### src/rtl/fsm_input_enable_param.sv
// Operand-input controller for the FPU add/sub front end: opens a LOAD window, drains the
// shift registers, and supports back-to-back restart, a one-deep pending request, stall and flush.
module fsm_input_enable_param #(
  parameter int IN_CYCLES    = 3,
  parameter int SHIFT_CYCLES = 6,
  parameter int CNT_W        = 4
) (
  input  logic clk,
  input  logic rst,
  input  logic init_OPERATION,
  input  logic stall,
  input  logic flush,
  output logic enable_input_internal,
  output logic enable_Pipeline_input,
  output logic enable_shift_reg,
  output logic busy,
  output logic op_done
);

  typedef enum logic [1:0] {IDLE, LOAD, DRAIN} state_t;

  localparam logic [CNT_W-1:0] IN_LAST    = CNT_W'(IN_CYCLES - 1);
  localparam logic [CNT_W-1:0] SHIFT_LAST = CNT_W'(SHIFT_CYCLES - 1);

  state_t           r_state, w_state_nxt;
  logic [CNT_W-1:0] r_cnt, w_cnt_nxt;
  logic             r_pending, w_pending_nxt;
  logic             r_op_done, w_done_nxt;
  logic             w_en_in, w_en_shift;

  always_ff @(posedge clk or negedge rst) begin
    if (!rst) begin
      r_state   <= IDLE;
      r_cnt     <= '0;
      r_pending <= 1'b0;
      r_op_done <= 1'b0;
    end else begin
      r_state   <= w_state_nxt;
      r_cnt     <= w_cnt_nxt;
      r_pending <= w_pending_nxt;
      r_op_done <= w_done_nxt;
    end
  end

  always_comb begin
    w_state_nxt   = r_state;
    w_cnt_nxt     = r_cnt;
    w_pending_nxt = r_pending;
    w_done_nxt    = 1'b0;
    w_en_in       = 1'b0;
    w_en_shift    = 1'b0;
    if (flush) begin
      // Abort: no op_done for the discarded operation
      w_state_nxt   = IDLE;
      w_cnt_nxt     = '0;
      w_pending_nxt = 1'b0;
    end else if (!stall) begin
      case (r_state)
        IDLE: begin
          w_en_in = 1'b1;
          if (init_OPERATION) begin
            w_state_nxt = LOAD;
            w_cnt_nxt   = '0;
          end
        end
        LOAD: begin
          w_en_in    = 1'b1;
          w_en_shift = 1'b1;
          w_cnt_nxt  = r_cnt + CNT_W'(1);
          if (r_cnt == IN_LAST) w_state_nxt = DRAIN;
        end
        DRAIN: begin
          w_en_shift = 1'b1;
          w_cnt_nxt  = r_cnt + CNT_W'(1);
          if (init_OPERATION) w_pending_nxt = 1'b1;
        end
        default: w_state_nxt = IDLE;
      endcase
      // Last shift cycle overrides the above; a new or queued request restarts without an IDLE gap
      if (r_state != IDLE && r_cnt == SHIFT_LAST) begin
        w_done_nxt    = 1'b1;
        w_cnt_nxt     = '0;
        w_pending_nxt = 1'b0;
        w_state_nxt   = (init_OPERATION || r_pending) ? LOAD : IDLE;
      end
    end
  end

  assign enable_input_internal = w_en_in;
  assign enable_Pipeline_input = w_en_in & init_OPERATION;
  assign enable_shift_reg      = w_en_shift;
  assign busy                  = (r_state != IDLE);
  assign op_done               = r_op_done;

endmodule

### config.mk
export PLATFORM = sky130hd
export DESIGN_NAME = fsm_input_enable_param
export DESIGN_NICKNAME = d
export VERILOG_FILES = /design/src/rtl/fsm_input_enable_param.sv
export SDC_FILE = /design/constraint.sdc
export NUM_CORES = 1
export LEC_CHECK = 0
export BUFFER_PORTS_ARGS = -buffer_cell sky130_fd_sc_hd__buf_2
export CORE_UTILIZATION = 35
export CTS_CLUSTER_DIAMETER = 40
export DETAILED_ROUTE_END_ITERATION = 16
export PLACE_DENSITY = 0.63
export SYNTH_ARGS = -nofsm -noshare
export SYNTH_HDL_FRONTEND = slang
export SYNTH_SLANG_ARGS = --single-unit
### constraint.sdc
create_clock -name clk -period 2.06 [get_ports clk]
set_clock_uncertainty 0.15 [all_clocks]
set_input_delay 0.412 -clock clk [delete_from_list [all_inputs] [get_ports clk]]
set_output_delay 0.412 -clock clk [all_outputs]
set_load 0.02 [all_outputs]
==> results.json <==
{
  "fin_crit_ps": 2020,
  "critPathArrivalTime_ps": 1450,
  "rr_startpoint": "r_state[1]",
  "path_class": "flop to output pin",
  "peakVddDrop_v": 0.000305,
  "avgSynthCellArea_sq_um": 9.77,
  "synth-seq-cells": 8,
  "critical_path.max_stage_delay_ps": 400,
  "clock.fmax_ghz": 0.496,
  "die_area_sq_um": 1780,
  "drt_iter0_markers": 11,
  "cts_tree": "yes",
  "ys_warn_count": 0,
  "synth_area_leaders": "dfrtp_1 35%, ha_1 15%, inv_1 4.0%, mux2i_1 3.5%, a31oi_1 3.3%",
  "drc": 0,
  "final_cell_area_sq_um": 687,
  "crit_path_start_kind": "flop",
  "setup_ws_ps": 44.5,
  "htreeDepth": 1,
  "yosysTopAreaCell": "dfrtp_1",
  "worstPathMaxFanout": 3,
  "cp-startpoint": "r_state[1]",
  "cpMaxStageDelayCell": "dfrtp_1",
  "num_antenna_cells": 0,
  "slew-limit-headroom": 0.688,
  "grt_overflow": 0,
  "pre_cts_ws_ps": 202,
  "multiInputGateArea_sq_um": 367,
  "final_util": 0.456,
  "ctsLongestPathBuffers": 2,
  "dp_hpwl_microns": 820,
  "setup_violations": 0,
  "start_util": 0.376,
  "drv_cap": 0,
  "grt_pass1_vias": 465,
  "slew_viol_final": 0,
  "grt.total_usage": 0.146,
  "drive_gt1_frac": 0.304,
  "numClockSinks": 8,
  "yosysSeqAreaShare": 0.353,
  "status": "finished clean",
  "nets": 83,
  "endpoint": "enable_Pipeline_input",
  "die_h_microns": 42.2,
  "vias": 473,
  "syn_area_sq_um": 567,
  "finalWirelength_microns": 1130,
  "syn2layout_area_growth_pct": 21.2,
  "design_power_total_w": 0.000687,
  "core_area_sq_um": 1510,
  "ys_types": 29,
  "post-route-period-util": 0.978,
  "wl_per_cell_microns": 13.3,
  "io_buffers": 9,
  "worstMarginPinSlew_ps": 462,
  "hold_path.class": "primary input to flop",
  "rr_endpoint": "r_cnt[2]",
  "dpl-instance-area_sq_um": 627,
  "clockRootBuffer": "clkbuf_4",
  "clkTransAtPathRegs_ps": 60,
  "end_kind": "output pin",
  "dr.pass1.iters": 4,
  "power_density_nw_per_um2": 1000,
  "io_pins": 10,
  "synth_nets": 70,
  "rsz0062_at_grt": "yes",
  "num_rows": 14,
  "r2r_cells": 6,
  "power.leakage_nw": 0.315,
  "antenna_found_initial": 0,
  "reg2reg_slack_ps": 300,
  "insertion_delay_ps": 270,
  "n_fill_cell": 153,
  "seqCellArea_sq_um": 200,
  "holdWs_ps": 220,
  "grt_pass1_wl_microns": 1940,
  "crit_chain": "inv_2 > ha_2 > nor2_1 > nor3_2 > and2_1 > buf_2",
  "synth_top_area_share": 0.353,
  "netlist_instances": 58,
  "ant_nets": 0,
  "grt_max_degree": 10,
  "viasPerCell": 5.56,
  "hold_viol": 0,
  "crit_required_ps": 1500,
  "globalplace.congestion": 0.760,
  "dieWidth_microns": 42.2,
  "numCtsBuffers": 3
}
flip-flops by register name (all words and copies together), names as in the netlist:
name       cells
op_done        1
r_cnt          4
r_pending      1
r_state        2
final cells by class:
class / instances / area share
multi-input cells: 42 / 0.534
flip-flops and latches: 8 / 0.291
repair buffers: 10 / 0.0801
clock buffers: 3 / 0.0328
inverters: 6 / 0.0328
well taps: 16 / 0.0291
repair_timing:
| item | in CTS | in global routing |
|---|---|---|
| resized for setup | 0 | 7 |
| endpoints found under the hold margin | 8 | 0 |
| setup buffers | 0 | 0 |
| hold buffers | 1 | 0 |
| setup endpoints to repair | 2 | 2 |
report_power, final:
group          total [W]  switching [W]  leakage [nW]  internal, W
combinational   0.000334       0.000184         0.192     0.000149
sequential      0.000226      0.0000384         0.109     0.000187
clock           0.000127      0.0000603        0.0138    0.0000671
total           0.000687       0.000283         0.315     0.000404
cells in the mapped netlist:
master and instances:
nor3b_1 1, nor2_2 1, buf_2 2, a211oi_1 1, nand3b_1 1, o41ai_2 1, a41oi_1 2, dfrtp_1 8
a21o_1 1, and3_1 1, ha_1 7, a31oi_1 3, mux2i_1 2, nor4_1 1, nor4b_1 1, a211o_1 1
nor2_1 4, inv_1 6, nand4b_1 1, a21oi_1 2, nand2b_1 1, nand4_1 1, o22ai_1 1, a21boi_1 1
nand3_1 2, and2_1 1, nor3_1 2, o21ai_0 1, and4bb_4 1
layer usage:
| metal | global-route usage | vias to the layer above | part of all wire |
|---|---|---|---|
| met5 | 0 | - | 0 |
| met4 | 0.113 | 0 | 0.040 |
| met3 | 0.0259 | 5 | 0.058 |
| met2 | 0.225 | 15 | 0.45 |
| met1 | 0.178 | 217 | 0.45 |
| li1 | - | 236 | - |
per-stage QoR:
stage / TNS (ps) / cells
after floorplan: 0 / 58
after global placement: 0 / 81
after detailed placement: 0 / 81
after CTS: -31.6 / 85
after global routing: -9.17 / 85
final: 0 / 85
worst max-delay path, delay by kind of cell (launching register included):
family / cells / cell delay, ps
flops: 1 / 400
simple gates: 3 / 300
buf+inv: 2 / 270
fa+ha+maj: 1 / 210
how the worst min path moves through the flow:
stage          start        to  depth (start not counted)
2_1_floorplan    rst   op_done                          0
3_3_place_gp     rst  r_cnt[3]                          1
3_5_place_dp     rst  r_cnt[3]                          1
4_1_cts        stall   op_done                          2
5_1_grt        stall   op_done                          2
6_report       stall   op_done                          2
layout by cell type, fill, tap and decap left out, drive strengths merged, types with 2 or more instances in the layout:
| cell | synthesis | layout |
|---|---|---|
| a21oi | 2 | 2 |
| a31oi | 3 | 3 |
| a41oi | 2 | 2 |
| buf | 2 | 9 |
| clkbuf | 0 | 3 |
| dfrtp | 8 | 8 |
| ha | 7 | 7 |
| inv | 6 | 6 |
| mux2i | 2 | 2 |
| nand3 | 2 | 2 |
| nor2 | 5 | 5 |
| nor3 | 2 | 2 |
cell families (layout without fill, tap and decap cells):
group | after synthesis | in the layout | share of synthesized area
buffers and inverters | 8 | 19 | 0.0574
muxes | 2 | 2 | 0.0353
and+or+nand+nor | 19 | 19 | 0.214
DFF | 8 | 8 | 0.353
AOI/OAI and AO/OA | 14 | 14 | 0.185
adders and majority gates | 7 | 7 | 0.155
Note: power is estimated with default switching activity, not from simulation.
